$ cat config.mk
export PLATFORM = sky130hd
export DESIGN_NAME = param_state_sequencer
export DESIGN_NICKNAME = d
export VERILOG_FILES = /design/src/rtl/param_state_sequencer_pkg.sv /design/src/rtl/param_state_sequencer_sat_counter.sv /design/src/rtl/param_state_sequencer.sv
export SDC_FILE = /design/constraint.sdc
export NUM_CORES = 1
export LEC_CHECK = 0
export ABC_AREA = 1
export BUFFER_PORTS_ARGS = -buffer_cell sky130_fd_sc_hd__clkbuf_2
export CAP_MARGIN = 15
export CORE_ASPECT_RATIO = 1.25
export CORE_UTILIZATION = 52
export CTS_CLUSTER_SIZE = 25
export DETAILED_ROUTE_END_ITERATION = 16
export PLACE_DENSITY = 0.85
export SETUP_SLACK_MARGIN = 0.05
export SLEW_MARGIN = 10
export SYNTH_ARGS = -nofsm -noshare
export SYNTH_HDL_FRONTEND = slang
export SYNTH_HIERARCHICAL = 1
export SYNTH_SLANG_ARGS = --single-unit
$ cat constraint.sdc
create_clock -name clk -period 6.39 [get_ports clk]
set_input_delay 0.9585 -clock clk [delete_from_list [all_inputs] [get_ports clk]]
set_output_delay 0.9585 -clock clk [all_outputs]
set_load 0.01 [all_outputs]
$ cat src/rtl/param_state_sequencer_pkg.sv
// Shared definitions for the cyclic state sequencer: state-width helper,
// default recovery target and the next-state reason encoding.
package seq_pkg;

    localparam int DEFAULT_RECOVER_STATE = 0;

    typedef enum logic [1:0] {
        NS_HOLD,
        NS_ADV,
        NS_JUMP,
        NS_RECOVER
    } ns_reason_t;

    // At least one bit, even for degenerate counts, so the state port always exists.
    function automatic int state_w(input int n);
        int w;
        w = 1;
        for (int i = 1; i < 32; i++) begin
            if ((1 << w) < n) w = w + 1;
        end
        return w;
    endfunction

endpackage

$ cat src/rtl/param_state_sequencer_sat_counter.sv
// Saturating up-counter with synchronous clear; used for the per-state dwell count.
module sat_counter #(
    parameter int W = 8
) (
    input  logic         clk,
    input  logic         rst,
    input  logic         clr,
    input  logic         inc,
    output logic [W-1:0] cnt
);

    always_ff @(posedge clk or posedge rst) begin
        if (rst) begin
            cnt <= '0;
        end else if (clr) begin
            cnt <= '0;
        end else if (inc && (cnt != {W{1'b1}})) begin
            cnt <= cnt + W'(1);
        end
    end

endmodule

$ cat src/rtl/param_state_sequencer.sv
// Parametrised cyclic state sequencer with per-state minimum dwell, hold,
// priority jump, illegal-state recovery and a visited-state bitmap.
module param_state_sequencer
    import seq_pkg::*;
#(
    parameter int NUM_STATES    = 4,
    parameter int DWELL_W       = 8,
    parameter int RECOVER_STATE = DEFAULT_RECOVER_STATE,
    localparam int STATE_W      = state_w(NUM_STATES)
) (
    input  logic                          clk,
    input  logic                          rst,
    input  logic                          adv,
    input  logic                          hold,
    input  logic                          jump_valid,
    input  logic [STATE_W-1:0]            jump_state,
    input  logic [NUM_STATES*DWELL_W-1:0] dwell_cfg,
    input  logic                          cov_clr,
    input  logic                          err_clr,
    output logic [STATE_W-1:0]            state,
    output logic                          state_entry,
    output logic                          wrap,
    output logic [DWELL_W-1:0]            dwell_cnt,
    output logic [NUM_STATES-1:0]         visited,
    output logic                          all_visited,
    output logic                          err_illegal,
    output logic                          err_bad_jump
);

    localparam logic [STATE_W-1:0] LAST_STATE = STATE_W'(NUM_STATES - 1);
    localparam logic [STATE_W-1:0] RECOVER    = STATE_W'(RECOVER_STATE);

    logic [STATE_W-1:0] state_q;
    // All next-state logic reads this net so the register value has a single observation point.
    wire  [STATE_W-1:0] cur = state_q;

    ns_reason_t           reason;
    logic [STATE_W-1:0]   nxt;
    logic [DWELL_W-1:0]   cfg_sel;
    logic                 illegal;
    logic                 jump_ok;
    logic                 bad_jump_evt;
    logic                 transition;
    logic                 wrap_nxt;
    logic [NUM_STATES-1:0] nxt_onehot;

    always_comb begin
        reason       = NS_HOLD;
        nxt          = cur;
        bad_jump_evt = 1'b0;
        cfg_sel      = '0;
        for (int s = 0; s < NUM_STATES; s++) begin
            if (int'(cur) == s) cfg_sel = dwell_cfg[s*DWELL_W +: DWELL_W];
        end
        illegal = (int'(cur) >= NUM_STATES);
        jump_ok = jump_valid && (int'(jump_state) < NUM_STATES);

        if (illegal) begin
            reason = NS_RECOVER;
            nxt    = RECOVER;
        end else if (jump_ok) begin
            reason = NS_JUMP;
            nxt    = jump_state;
        end else begin
            // A rejected jump target is flagged but does not block a normal advance.
            bad_jump_evt = jump_valid;
            if (adv && !hold && (dwell_cnt >= cfg_sel)) begin
                reason = NS_ADV;
                nxt    = (cur == LAST_STATE) ? '0 : cur + STATE_W'(1);
            end
        end
    end

    assign transition  = (reason != NS_HOLD);
    assign wrap_nxt    = (reason == NS_ADV) && (cur == LAST_STATE);
    assign nxt_onehot  = NUM_STATES'(1) << nxt;

    always_ff @(posedge clk or posedge rst) begin
        if (rst) begin
            state_q      <= '0;
            state_entry  <= 1'b1;
            wrap         <= 1'b0;
            visited      <= NUM_STATES'(1);
            err_illegal  <= 1'b0;
            err_bad_jump <= 1'b0;
        end else begin
            state_q      <= nxt;
            state_entry  <= transition;
            wrap         <= wrap_nxt;
            if (cov_clr) begin
                visited <= nxt_onehot;
            end else if (transition) begin
                visited <= visited | nxt_onehot;
            end
            err_illegal  <= illegal      || (err_illegal  && !err_clr);
            err_bad_jump <= bad_jump_evt || (err_bad_jump && !err_clr);
        end
    end

    sat_counter #(
        .W (DWELL_W)
    ) u_dwell (
        .clk (clk),
        .rst (rst),
        .clr (transition),
        .inc (1'b1),
        .cnt (dwell_cnt)
    );

    assign state       = cur;
    assign all_visited = &visited;

endmodule

==> results of run 1 <==
[cell usage after synthesis]
| cell | instances |
|---|---|
| sky130_fd_sc_hd__dfrtp_1 | 16 |
| sky130_fd_sc_hd__nand3_2 | 2 |
| sky130_fd_sc_hd__nor2_2 | 5 |
| sky130_fd_sc_hd__nand3_1 | 10 |
| sky130_fd_sc_hd__nand4_2 | 1 |
| sky130_fd_sc_hd__a21oi_1 | 13 |
| sky130_fd_sc_hd__inv_1 | 27 |
| sky130_fd_sc_hd__nor2_1 | 13 |
| sky130_fd_sc_hd__nor3b_1 | 1 |
| sky130_fd_sc_hd__conb_1 | 1 |
| sky130_fd_sc_hd__o311ai_0 | 1 |
| sky130_fd_sc_hd__nand2_4 | 3 |
| sky130_fd_sc_hd__nand2_2 | 4 |
| sky130_fd_sc_hd__nor2_4 | 2 |
| sky130_fd_sc_hd__o21ai_1 | 1 |
| sky130_fd_sc_hd__nor3_1 | 1 |
| sky130_fd_sc_hd__ha_1 | 13 |
| sky130_fd_sc_hd__nand2_1 | 73 |
| sky130_fd_sc_hd__a21o_1 | 1 |
| sky130_fd_sc_hd__clkbuf_1 | 5 |
| sky130_fd_sc_hd__clkinv_4 | 1 |
| sky130_fd_sc_hd__dfstp_2 | 2 |
| sky130_fd_sc_hd__xnor2_1 | 1 |
| sky130_fd_sc_hd__o21ai_0 | 14 |
| sky130_fd_sc_hd__nand3_4 | 1 |
| sky130_fd_sc_hd__nand4_1 | 2 |
| sky130_fd_sc_hd__xor2_1 | 3 |
[power groups by stage]
stage / Sequential, mW / Combinational [mW] / Clock, mW
after global routing: 0.134 / 0.137 / 0.0768
after detailed placement: 0.134 / 0.120 / 0
final: 0.132 / 0.119 / 0.0677
after global placement: 0.134 / 0.115 / 0
after CTS: 0.132 / 0.120 / 0.0709
after floorplan: 0.136 / 0.0797 / 0
[kinds of logic (layout without fill, tap and decap cells)]
| family | Yosys count | in the layout | share of synthesized area [%] |
|---|---|---|---|
| and+or+nand+nor | 118 | 118 | 37.36 |
| xor gates and xnor gates | 4 | 4 | 2.336 |
| DFF | 18 | 18 | 30.19 |
| buffers and inverters | 33 | 91 | 8.591 |
| AOI/OAI and AO/OA | 30 | 30 | 10.43 |
| other | 1 | 2 | 0.2500 |
| adders and majority gates | 13 | 13 | 10.84 |
[registers in the layout, summed over array words and instances, names as in the netlist]
name / count
u_dwell/cnt: 8
visited: 4
state: 2
err_bad_jump: 1
err_illegal: 1
state_entry: 1
wrap: 1
[cells in the final DEF (no fill, tap or decap), types with 3 or more instances in the layout]
cell                        n
sky130_fd_sc_hd__dfrtp_1   16
sky130_fd_sc_hd__nor2_1    13
sky130_fd_sc_hd__nand2_4    3
sky130_fd_sc_hd__nand2_2    4
sky130_fd_sc_hd__clkbuf_4   3
sky130_fd_sc_hd__xor2_1     3
sky130_fd_sc_hd__nor2_2     5
sky130_fd_sc_hd__nand3_1   10
sky130_fd_sc_hd__ha_1      13
sky130_fd_sc_hd__clkbuf_2  59
sky130_fd_sc_hd__a21oi_1   13
sky130_fd_sc_hd__o21ai_0   14
sky130_fd_sc_hd__nand2_1   73
sky130_fd_sc_hd__inv_1     27
[worst reg2reg max path, stage by stage, from the launching register on]
cell and delay (ns):
sky130_fd_sc_hd__dfrtp_1 0.44, sky130_fd_sc_hd__inv_1 0.09, sky130_fd_sc_hd__ha_1 0.34, sky130_fd_sc_hd__inv_1 0.14, sky130_fd_sc_hd__nor2_1 0.04, sky130_fd_sc_hd__o311ai_0 0.29, sky130_fd_sc_hd__o21ai_0 0.15, sky130_fd_sc_hd__ha_1 0.32
sky130_fd_sc_hd__nand2_1 0.08, sky130_fd_sc_hd__nand2_1 0.04, sky130_fd_sc_hd__nand2_1 0.05, sky130_fd_sc_hd__nand2_1 0.05, sky130_fd_sc_hd__nand2_1 0.08, sky130_fd_sc_hd__nand3_2 0.11, sky130_fd_sc_hd__nand2_4 0.10, sky130_fd_sc_hd__nand2_2 0.09
sky130_fd_sc_hd__nor2_1 0.30, sky130_fd_sc_hd__nand2_1 0.09, sky130_fd_sc_hd__nand2_1 0.07
[per-layer routing]
metal  track usage, %  vias up  share of wire, %
met4            11.43        0               1.4
met2            43.81       41                50
met1            26.52      660                44
met5                0        -                 0
met3            1.946        4               5.0
li1                 -      802                 -
[per-stage QoR]
stage / setup slack, ns / instance area, um2 / hold WS [ns] / util (%)
after CTS: 3.420 / 1859 / 0.4831 / 68.70
after floorplan: 3.778 / 1504 / 0.4781 / -
after detailed placement: 3.391 / 1823 / 0.4686 / 67.36
final: 3.464 / 1859 / 0.4840 / 68.70
after global routing: 3.103 / 1859 / 0.5008 / 68.70
after global placement: 3.495 / 1823 / 0.4647 / 67.36
[cell type report]
cell class	count	area [um2]	share of cell area [%]
clock buffers	4	36.28	1.952
multi-input cells	167	922.1	49.60
well taps	34	42.54	2.288
flip-flops and latches	18	452.9	24.36
repair buffers	59	295.3	15.88
inverters	28	110.1	5.922
[worst paths after layout]
path,start,to,depth (start not counted)
worst max-delay path,state[1],u_dwell/cnt[1],18
worst min-delay path,visited[0],visited[0],2
worst max register to register,state[1],u_dwell/cnt[1],18
worst min register to register,visited[0],visited[0],2
max in group asynchronous,rst,visited[0],2
min in group asynchronous,rst,u_dwell/cnt[0],2
==> impl_summary.md, run 1 <==
Route
In this run, the number of DRC markers left after iteration 0 of detailed routing was 44. The final routed DRC violation total is 0. The wire length after detailed routing is 3.252 mm.

The final antenna-violating net count is 0. The routed layout has 1507 vias. Using the TritonRoute via totals, the vias-per-cell ratio works out to 4.861. The first detailed-routing pass ran for 4 iterations. The routed length per instance is 10.49 um.

Floorplan
The overall die height is 62.05 um. The die covers 3105 um2. The row count is 21. 60 I/O pins were placed. The initial cell density of the core is 55.43%. The die width is 50.04 um. The area of the core is 2706 um2.

Power and ir drop
The analysis attributes to net switching a power of 0.1127 mW. The clock network is responsible for 21.2% of the overall power. For this design the static power due to leakage is 1.111 nW. The largest voltage drop on the vdd net is 0.1394 mV. The design draws 0.3186 mW. The switching share of total power is 35.37%. Internal power comes to 0.2059 mW.

The power per cell area is 171.4 nW/um2. The share of total power dissipated in sequential elements is 41.5%. In this run, the combinational gates consume 37.3% of the power.

Setup path
STA puts the critical path data required time at 6.62 ns. The cell repeated most along the worst path is sky130_fd_sc_hd__nand2_1. The data arrival time at the worst-slack endpoint is 3.16 ns. The category of cells accounting for the largest share of critical-path delay is simple AND/OR/NAND/NOR gates. The number of buffers and inverters on the critical path is 2. The nature of the critical path endpoint is a flip-flop. Traced cell by cell, the critical path runs through inv_1 -> ha_1 -> inv_1 -> nor2_1 -> o311ai_0 -> o21ai_0 -> ha_1 -> nand2_1 -> nand2_1 -> nand2_1 -> nand2_1 -> nand2_1 -> nand3_2 -> nand2_4 -> nand2_2 -> nor2_1 -> nand2_1 -> nand2_1. Along the worst path, the maximum fanout reaches 15. Across all register-to-register paths, the minimum setup slack is 3.46 ns. The critical path class is flip-flop to flip-flop.

For this run, the slowest stage of the critical path takes 0.44 ns. The startpoint kind of the worst setup timing path is a flip-flop. For this design, the slowest cell found on the critical path is sky130_fd_sc_hd__dfrtp_1.

Cells and area
In the final layout, the share of cells above drive strength 1 is 30.43%. Once layout is complete, the cells apart from fillers number 310. The synthesis-to-finish area growth is 23.94%. The antenna cell count is 0. In the final design database the tool counted 331 nets. The number of fillers in the final layout is 267.

STA
On the final layout, the worst clock skew is 0.0009399 ns. The number of pins with negative max-slew slack in the final report came to 0. Setup repair after global routing left no endpoint under its margin. The post-route setup TNS is 0 ns. For this run, the top clock speed supported by timing is 341.8 MHz. The period utilization is 45.79%. The total setup violations reported at the end of the flow is 0. The count of final hold-check violations is 0. The post-route minimum period is 2.926 ns.

GRT
Entering global routing, the biggest net connects 16 pins. The first-pass GRT wire length is 5.430 mm. The all-layer global routing usage is 23.20%. The number of global-route vias before repair is 1355. The initial antenna violation count is 0.

The remaining global-route overflow is 0.

Yosys
The cell area after synthesis is 1500 um2. The portion of synthesized cell area occupied by the leading cell type is 26.69%. The cell type contributing the most total cell area after synthesis is sky130_fd_sc_hd__dfrtp_1. The synthesized instance count is 217. The count of warnings emitted by yosys is 6. In the post-synthesis netlist, the biggest area contributors are sky130_fd_sc_hd__dfrtp_1 (27%), sky130_fd_sc_hd__nand2_1 (18%), sky130_fd_sc_hd__ha_1 (11%), sky130_fd_sc_hd__inv_1 (6.8%), sky130_fd_sc_hd__o21ai_0 (4.7%). Sequential elements use 30.19% of the synthesized area.

Yosys mapped the design onto 27 distinct sky130hd cell types. The synthesis-stage register bit count is 18. The mean area per synthesized cell is 6.913 um2.

Clock network
The tree is rooted in a sky130_fd_sc_hd__clkbuf_4. The count of hold-fix buffers inserted at cts is 0. The deepest clock path buffer count is 2. In this run, post-CTS repair resized a total of 0 instances. The tree built by TritonCTS fans out to 18 sinks. After clock tree synthesis, the setup repair step added 0 buffers. The H-tree depth is 1. The number of buffers added by the clock tree synthesis step is 3. The clock tree from TritonCTS is built. The clock latency at the later pin of the worst-skew pair is 0.29 ns.

After clock tree synthesis, the clock-pin slew on the worst setup and hold paths is 0.10 ns.

Placed design
Port buffering added 59 buffers. The wire-length estimate of the detail-placed layout is 2.733 mm. The last weighted congestion value of the routability-driven placer is 0.8161. The number of placed instances, taps included is 306.

Job
Max-cap violations in this run came to 0.

Worst hold path
The class of the most critical hold timing path is flip-flop to flip-flop.

Outcome
The flow ran to the end, and the final reports show no timing, DRC or antenna violations.
Power figures use the tool's default switching activity.
==> inputs of run 2 (changes only) <==
--- a/config.mk
+++ b/config.mk
@@ -5,14 +5,14 @@
 export SDC_FILE = /design/constraint.sdc
 export NUM_CORES = 1
 export LEC_CHECK = 0
-export ABC_AREA = 1
+export ABC_AREA = 0
 export BUFFER_PORTS_ARGS = -buffer_cell sky130_fd_sc_hd__clkbuf_2
 export CAP_MARGIN = 15
 export CORE_ASPECT_RATIO = 1.25
-export CORE_UTILIZATION = 52
+export CORE_UTILIZATION = 43
 export CTS_CLUSTER_SIZE = 25
 export DETAILED_ROUTE_END_ITERATION = 16
-export PLACE_DENSITY = 0.85
+export PLACE_DENSITY = 0.76
 export SETUP_SLACK_MARGIN = 0.05
 export SLEW_MARGIN = 10
 export SYNTH_ARGS = -nofsm -noshare
==> constraint.sdc (replaced) <==
create_clock -name clk -period 2.55 [get_ports clk]
set_input_delay 0.3825 -clock clk [delete_from_list [all_inputs] [get_ports clk]]
set_output_delay 0.3825 -clock clk [all_outputs]
set_load 0.01 [all_outputs]
==> impl_summary.md, run 2 <==
Outcome
Status: complete, but fails checks (was finished, final reports clean). The final reports fail on setup timing.

Yosys
The number of synthesized flops with an enable pin came to 0 (unchanged). The cell type contributing the most total cell area after synthesis is sky130_fd_sc_hd__dfrtp_1 (unchanged). The count of warnings emitted by yosys is 6 (unchanged).

The synthesis-stage register bit count is 18 (unchanged). The fraction of registers with async set or reset after synthesis came to 100.0% (unchanged). Synth area leaders: sky130_fd_sc_hd__dfrtp_1 (28%), sky130_fd_sc_hd__ha_1 (11%), sky130_fd_sc_hd__a21oi_1 (6.6%), sky130_fd_sc_hd__nor2b_1 (5.2%), sky130_fd_sc_hd__mux2_4 (4.2%) (was sky130_fd_sc_hd__dfrtp_1 (27%), sky130_fd_sc_hd__nand2_1 (18%), sky130_fd_sc_hd__ha_1 (11%), sky130_fd_sc_hd__inv_1 (6.8%), sky130_fd_sc_hd__o21ai_0 (4.7%)). The dominant cell by count in the synthesized netlist is sky130_fd_sc_hd__a21oi_1 (was sky130_fd_sc_hd__nand2_1).

The portion of synthesized cell area occupied by the leading cell type is 27.68% (was 26.69%). The sequential share of the synthesized area is 31.31% (was 30.19%). The cell area after synthesis was 1446 um2 (was 1500 um2). The number of distinct library cells after synthesis is 48 (was 27). The synthesized instance count is 163 (was 217). Commonest cells post-synth: sky130_fd_sc_hd__a21oi_1 (19), sky130_fd_sc_hd__dfrtp_1 (16), sky130_fd_sc_hd__ha_1 (13) (was sky130_fd_sc_hd__nand2_1 (73), sky130_fd_sc_hd__inv_1 (27), sky130_fd_sc_hd__dfrtp_1 (16)).

The top flip-flop cell by instance count after synthesis is sky130_fd_sc_hd__dfrtp_1 (unchanged). The mean area per synthesized cell came to 8.874 um2 (was 6.913 um2).

Placed design
The number of buffer cells added on primary ports was 59 (unchanged). The last weighted congestion value of the routability-driven placer came to 0.7868 (was 0.8161). The post-DP HPWL is 2.964 mm (was 2.733 mm). The instance area after placement is 1927 um2 (was 1823 um2). The post-placement worst setup slack was -0.5267 ns (was 3.391 ns).

Clock network
The deepest clock path buffer count is 2 (unchanged). The CTS sink count was 18 (unchanged). The H-tree depth is 1 (unchanged). The cell at the root of the clock tree was sky130_fd_sc_hd__clkbuf_8 (was sky130_fd_sc_hd__clkbuf_4). The clock tree from TritonCTS is built (unchanged). The clock-pin slew reported for the worst setup and hold paths after clock tree synthesis is 0.07 ns (was 0.10 ns).

The number of buffers added by the clock tree synthesis step came to 3 (unchanged). The clock latency at the later pin of the worst-skew pair was 0.25 ns (was 0.29 ns).

STA
The count of final hold-check violations is 0 (unchanged). The period utilization came to 120.1% (was 45.79%). The final setup skew is 0.003474 ns (was 0.0009399 ns). The number of pins with negative max-slew slack in the final report came to 0 (unchanged).

The highest attainable clock frequency came to 326.6 MHz (was 341.8 MHz). The total setup violations reported at the end of the flow was 16 (was 0). Unrepaired setup endpoints after global routing: yes (was no). The post-route minimum period is 3.062 ns (was 2.926 ns). The least setup slack across all paths after layout is -0.5120 ns (was 3.464 ns).

Power and ir drop
The overall power after layout is 0.9445 mW (was 0.3186 mW). The part of the power in the clock network is 25.2% (was 21.2%). The sequential power share was 34.0% (was 41.5%). The power per cell area is 429.9 nW/um2 (was 171.4 nW/um2). The switching share of total power is 32.11% (was 35.37%). The reported leakage power is 1.109 nW (was 1.111 nW). The design internal power is 0.6413 mW (was 0.2059 mW). The largest voltage drop on the vdd net was 0.3161 mV (was 0.1394 mV).

The power dissipated by switching net loads came to 0.3033 mW (was 0.1127 mW). The fraction of power consumed by combinational cells was 40.8% (was 37.3%).

Route
The DRC violation total after the first TritonRoute iteration is 34 (was 44). The total via count in the routed design was 1583 (was 1507). The final routed DRC violation total is 0 (unchanged).

The wire length after detailed routing is 4.167 mm (was 3.252 mm). The first-pass iteration count of the detailed router came to 4 (unchanged). The final antenna-violating net count is 0 (unchanged). The routed length per instance was 14.62 um (was 10.49 um). The average vias per placed instance is 5.554 (was 4.861).

Floorplan
The area of the core was 3194 um2 (was 2706 um2). The die width is 53.88 um (was 50.04 um). The top-level port count is 60 (unchanged). The row count is 23 (was 21). The initial cell density of the core is 45.28% (was 55.43%). The overall die height is 66.85 um (was 62.05 um).

The floorplan die area is 3601 um2 (was 3105 um2).

Setup path
Cells traversed along the worst timing path: inv_2 -> ha_4 -> buf_6 -> nand3b_1 -> a21oi_2 -> a21oi_2 -> nor2_1 -> a21oi_1 -> ha_1 -> and4_1 -> o31a_1 -> a21oi_2 -> or2b_4 -> inv_4 -> nand2_2 -> mux2i_1 (was inv_1 -> ha_1 -> inv_1 -> nor2_1 -> o311ai_0 -> o21ai_0 -> ha_1 -> nand2_1 -> nand2_1 -> nand2_1 -> nand2_1 -> nand2_1 -> nand3_2 -> nand2_4 -> nand2_2 -> nor2_1 -> nand2_1 -> nand2_1). The critical path buffer and inverter count is 3 (was 2). The nature of the critical path endpoint is a flip-flop (unchanged). The cell repeated most along the worst path is sky130_fd_sc_hd__a21oi_2 (was sky130_fd_sc_hd__nand2_1).

The cell with the biggest individual delay on the critical path is sky130_fd_sc_hd__dfrtp_1 (unchanged). The highest net fanout along the worst path was 6 (was 15). The category of cells accounting for the largest share of critical-path delay is simple AND/OR/NAND/NOR gates (unchanged). The data arrival time at the worst-slack endpoint is 3.24 ns (was 3.16 ns).

The critical path class is flip-flop to flip-flop (unchanged). The delay of the slowest critical-path stage is 0.42 ns (was 0.44 ns). The data required time of the worst path is 2.73 ns (was 6.62 ns). The startpoint kind of the worst setup timing path was a flip-flop (unchanged).

Cells and area
Highest-count cells in the layout ignoring fill and taps: sky130_fd_sc_hd__clkbuf_2 (59), sky130_fd_sc_hd__buf_4 (18), sky130_fd_sc_hd__a21oi_1 (15), sky130_fd_sc_hd__dfrtp_1 (15), sky130_fd_sc_hd__nor2b_1 (11) (was sky130_fd_sc_hd__nand2_1 (73), sky130_fd_sc_hd__clkbuf_2 (59), sky130_fd_sc_hd__inv_1 (27)). The synthesis-to-finish area growth came to 51.90% (was 23.94%). The flip-flop count of the largest register, all copies and words added was 8 (unchanged). The antenna cell count was 0 (unchanged).

The register name with the most flops is u_dwell/cnt (unchanged). The layout cell share with drive strength beyond 1 is 51.61% (was 30.43%). The final non-filler cell area is 2197 um2 (was 1859 um2).

The most common cell after layout, fill and taps aside is sky130_fd_sc_hd__clkbuf_2 (was sky130_fd_sc_hd__nand2_1). The number of nets at the end of the flow came to 303 (was 331).

Worst hold path
The class of the most critical hold timing path was primary input to async pin (was flip-flop to flip-flop).

GRT
The remaining global-route overflow is 0 (unchanged). The maximum number of pins on one net before global-route repair came to 16 (unchanged). The first-pass GRT wire length is 6.486 mm (was 5.430 mm). The initial antenna violation count is 0 (unchanged). The all-layer global routing usage is 24.74% (was 23.20%).

The number of global-route vias before repair is 1479 (was 1355).

Job
The number of max-cap violations came to 0 (unchanged).
==> run 2: cell types whose count changed after synthesis, sizes merged, moves of 8 or more <==
cell / change
o21ai: -14
nor2: -10
inv: -16
nand3: -10
a21oi: +8
nand2: -68
nor2b: +12
==> run 2: path summary, 6_finish.rpt <==
path                                  endpoint  slack, ns         from  depth (start not counted)
min in group clk                  err_bad_jump       0.29      err_clr                          2
worst min-delay path            u_dwell/cnt[5]       0.05          rst                          2
worst min register to register     err_illegal       0.51  err_illegal                          1
max in group asynchronous           visited[0]       2.12          rst                          2
worst max-delay path            u_dwell/cnt[1]      -0.51     state[1]                         16
worst max register to register  u_dwell/cnt[1]      -0.51     state[1]                         16
==> run 2: layout make-up <==
type / count / area (um2)
Inverter: 11 / 48.80
Fill cell: 262 / 997.2
Multi-Input combinational cell: 133 / 1106
Tap cell: 37 / 46.29
Timing Repair Buffer: 82 / 486.7
Sequential cell: 18 / 454.2
Clock buffer: 4 / 55.05
==> run 2: kinds of logic after synthesis <==
| kind of cell | Yosys count | share of synthesized area (%) |
|---|---|---|
| and+or+nand+nor | 61 | 23.62 |
| AOI/OAI and AO/OA | 48 | 23.79 |
| DFF | 18 | 31.31 |
| buffers and inverters | 17 | 4.931 |
| adders and majority gates | 13 | 11.25 |
| muxes | 5 | 4.844 |
| other | 1 | 0.2593 |
==> run 2: routing by layer <==
layer  GRT usage (%)  vias up  routed length (um)
li1                -      766                   -
met1           27.46      765                1633
met2           46.91       44                2315
met3           3.196        8                 141
met4           6.579        0                  76
met5               0        -                   0
==> run 2: metrics by stage <==
step / TNS (ns) / utilization [%] / std cells / hold WS [ns]
finish: -7.134 / 68.78 / 285 / 0.05204
global route: -10.07 / 68.78 / 285 / 0.09419
CTS: -6.166 / 65.49 / 281 / 0.06933
detailed placement: -6.842 / 60.32 / 273 / 0.3481
global placement: -6.189 / 60.32 / 273 / 0.3430
floorplan: -3.975 / - / 167 / 0.1982
==> run 2: what timing repair did <==
item | 4_1_cts | 5_1_grt
buffers inserted | 3 | 4
endpoints found under the setup margin | 16 | 16
hold buffers | 0 | 0
gates resized for setup | 16 | 17
pin swaps | 10 | 16
gates cloned | 1 | 0
==> run 2: power by group through the flow <==
stage                     sequential (mW)  clock [mW]  combinational (mW)
after global placement              0.324           0               0.306
after global routing                0.323       0.257               0.425
after floorplan                     0.334           0               0.183
after CTS                           0.320       0.244               0.352
after detailed placement            0.325           0               0.314
final                               0.321       0.238               0.386
==> inputs of run 3 (changes only) <==
--- a/config.mk
+++ b/config.mk
@@ -12,7 +12,8 @@
 export CORE_UTILIZATION = 43
 export CTS_CLUSTER_SIZE = 25
 export DETAILED_ROUTE_END_ITERATION = 16
-export PLACE_DENSITY = 0.76
+export GPL_TIMING_DRIVEN = 0
+export PLACE_DENSITY_LB_ADDON = 0.25
 export SETUP_SLACK_MARGIN = 0.05
 export SLEW_MARGIN = 10
 export SYNTH_ARGS = -nofsm -noshare
==> impl_summary.md, run 3 (synthesis gave the netlist of run 2 again) <==
Setup path
The highest net fanout along the worst path is 5 (was 6). The data arrival time at the worst-slack endpoint is 3.28 ns (was 3.24 ns). The nature of the critical path endpoint is a flip-flop (unchanged). The startpoint kind of the worst setup timing path is a flip-flop (unchanged). The critical path class was flip-flop to flip-flop (unchanged). The data required time of the worst path came to 2.75 ns (was 2.73 ns).

Cells and area
The number of nets at the end of the flow is 299 (was 303). The most common cell after layout, fill and taps aside was sky130_fd_sc_hd__clkbuf_2 (unchanged). The register name with the most flops was u_dwell/cnt (unchanged). The final non-filler cell area came to 2176 um2 (was 2197 um2). Highest-count cells in the layout ignoring fill and taps: sky130_fd_sc_hd__clkbuf_2 (60), sky130_fd_sc_hd__a21oi_1 (17), sky130_fd_sc_hd__dfrtp_1 (14) (was sky130_fd_sc_hd__clkbuf_2 (59), sky130_fd_sc_hd__buf_4 (18), sky130_fd_sc_hd__a21oi_1 (15), sky130_fd_sc_hd__dfrtp_1 (15), sky130_fd_sc_hd__nor2b_1 (11)). The antenna cell count is 0 (unchanged). The layout cell share with drive strength beyond 1 came to 51.23% (was 51.61%). The synthesis-to-finish area growth was 50.43% (was 51.90%). The flip-flop count of the largest register, all copies and words added came to 8 (unchanged).

The share of the core filled with cells is 68.12% (was 68.78%). The number of fillers in the final layout was 278 (was 262).

STA
The count of final hold-check violations is 0 (unchanged). The total setup violations reported at the end of the flow was 16 (unchanged). Unrepaired setup endpoints after global routing: yes (unchanged).

The post-route minimum period is 3.078 ns (was 3.062 ns). The period utilization is 120.7% (was 120.1%). The number of pins with negative max-slew slack in the final report is 0 (unchanged). The final setup skew is 0.004547 ns (was 0.003474 ns). The highest attainable clock frequency is 324.9 MHz (was 326.6 MHz).

The least setup slack across all paths after layout is -0.5276 ns (was -0.5120 ns).

Clock network
The clock tree from TritonCTS is built (unchanged). The number of buffers added by the clock tree synthesis step came to 3 (unchanged). The clock-pin slew reported for the worst setup and hold paths after clock tree synthesis is 0.07 ns (about the same).

The deepest clock path buffer count was 2 (unchanged). The count of hold-fix buffers inserted at cts is 0 (unchanged). The clock latency at the later pin of the worst-skew pair is 0.25 ns (about the same). The cell at the root of the clock tree was sky130_fd_sc_hd__clkbuf_8 (unchanged).

The H-tree depth is 1 (unchanged). The CTS sink count is 18 (unchanged).

Power and ir drop
The overall power after layout is 0.9258 mW (was 0.9445 mW). The power per cell area is 425.5 nW/um2 (was 429.9 nW/um2). The fraction of power consumed by combinational cells was 40.0% (was 40.8%).

The switching share of total power is 31.39% (was 32.11%). The design internal power came to 0.6352 mW (was 0.6413 mW). The reported leakage power is 1.092 nW (was 1.109 nW).

The part of the power in the clock network was 24.8% (was 25.2%). The sequential power share is 35.2% (was 34.0%). The largest voltage drop on the vdd net was 0.3880 mV (was 0.3161 mV). The power dissipated by switching net loads is 0.2906 mW (was 0.3033 mW).

Placed design
The instance area after placement is 1859 um2 (was 1927 um2). The post-DP HPWL is 2.703 mm (was 2.964 mm). The last weighted congestion value of the routability-driven placer is 0.7727 (was 0.7868). The number of buffer cells added on primary ports is 59 (unchanged).

Floorplan
The area of the core was 3194 um2 (unchanged). The overall die height is 66.85 um (unchanged). The floorplan die area is 3601 um2 (unchanged). The initial cell density of the core came to 45.28% (unchanged). The die width is 53.88 um (unchanged). The top-level port count was 60 (unchanged). The row count was 23 (unchanged).

Route
The first-pass iteration count of the detailed router is 4 (unchanged). The routed length per instance is 13.63 um (was 14.62 um). The average vias per placed instance is 5.473 (was 5.554). The total via count in the routed design was 1538 (was 1583). The wire length after detailed routing came to 3.831 mm (was 4.167 mm). The final routed DRC violation total came to 0 (unchanged). The DRC violation total after the first TritonRoute iteration is 32 (was 34).

The final antenna-violating net count is 0 (unchanged).

Job
The number of max-cap violations is 0 (unchanged).

GRT
The number of global-route vias before repair is 1358 (was 1479). The maximum number of pins on one net before global-route repair is 11 (was 16). The remaining global-route overflow was 0 (unchanged).

The first-pass GRT wire length came to 5.906 mm (was 6.486 mm). The initial antenna violation count is 0 (unchanged). The all-layer global routing usage came to 22.09% (was 24.74%).

Worst hold path
The class of the most critical hold timing path is primary input to async pin (unchanged).

Outcome
Status: complete, but fails checks (unchanged). Violations in the final reports: setup timing (unchanged).
-- run 3: changes by cell type in the layout (fill, tap and decap cells not counted), sizes merged --
cell,before,now
buf,23,18
clkbuf,63,65
or2b,2,1
-- run 3: repair_timing --
item / CTS / global route
cloned: 2 / 0
hold endpoints to repair: 0 / 0
setup endpoints to repair: 16 / 16
setup buffers: 10 / 4
gates resized for setup: 19 / 18
pin swaps: 11 / 14
-- run 3: worst paths after layout --
path	from	endpoint	slack [ns]	cells after the start
setup / recovery	state[1]	u_dwell/cnt[0]	-0.53	16
hold reg to reg	err_bad_jump	err_bad_jump	0.50	1
hold / removal	rst	u_dwell/cnt[5]	0.06	2
setup reg to reg	state[1]	u_dwell/cnt[0]	-0.53	16
max in group asynchronous	rst	state_entry	2.16	2
min in group clk	err_clr	err_bad_jump	0.29	2
-- run 3: stage by stage --
stage,setup WS [ns],hold slack [ns],cells,TNS (ns)
floorplan,-0.3785,0.1982,167,-3.975
detailed placement,-0.7175,0.3438,263,-8.462
global placement,-0.6874,0.3415,263,-8.228
global route,-0.6594,0.07849,281,-8.638
finish,-0.5276,0.06373,281,-6.529
CTS,-0.5170,0.06857,278,-6.216
-- run 3: final cells by class --
type	instances	area [um2]	area share, %
Timing Repair Buffer	74	422.9	19.44
Buffer	5	53.80	2.473
Sequential cell	18	455.4	20.93
Clock buffer	4	55.05	2.530
Inverter	11	51.30	2.358
Multi-Input combinational cell	132	1091	50.14
Tap cell	37	46.29	2.128
-- run 3: power by group through the flow --
stage	registers, mW	logic, mW	clock network [mW]
final	0.326	0.370	0.230
after global routing	0.328	0.406	0.252
after CTS	0.326	0.340	0.235
after detailed placement	0.329	0.275	0
after global placement	0.330	0.271	0
after floorplan	0.334	0.183	0
-- run 3: routing by layer --
layer	GRT usage, %	up-vias	part of all wire, %
li1	-	758	-
met1	27.27	734	42
met2	39.35	44	53
met3	4.795	2	5.3
met4	1.974	0	0.18
met5	0	-	0
-- run 3: critical path, cell delays in order, from the launching register on --
cell and delay, ns:
sky130_fd_sc_hd__dfrtp_2 0.45, sky130_fd_sc_hd__inv_4 0.07, sky130_fd_sc_hd__ha_4 0.18, sky130_fd_sc_hd__buf_8 0.13, sky130_fd_sc_hd__nand3b_1 0.15, sky130_fd_sc_hd__a21oi_1 0.12
sky130_fd_sc_hd__a21oi_1 0.05, sky130_fd_sc_hd__nor2_1 0.08, sky130_fd_sc_hd__a21oi_1 0.05, sky130_fd_sc_hd__ha_1 0.33, sky130_fd_sc_hd__a21o_1 0.20, sky130_fd_sc_hd__o31a_1 0.34
sky130_fd_sc_hd__a21oi_2 0.14, sky130_fd_sc_hd__or2b_4 0.31, sky130_fd_sc_hd__buf_8 0.14, sky130_fd_sc_hd__nor2b_1 0.12, sky130_fd_sc_hd__mux2_4 0.15
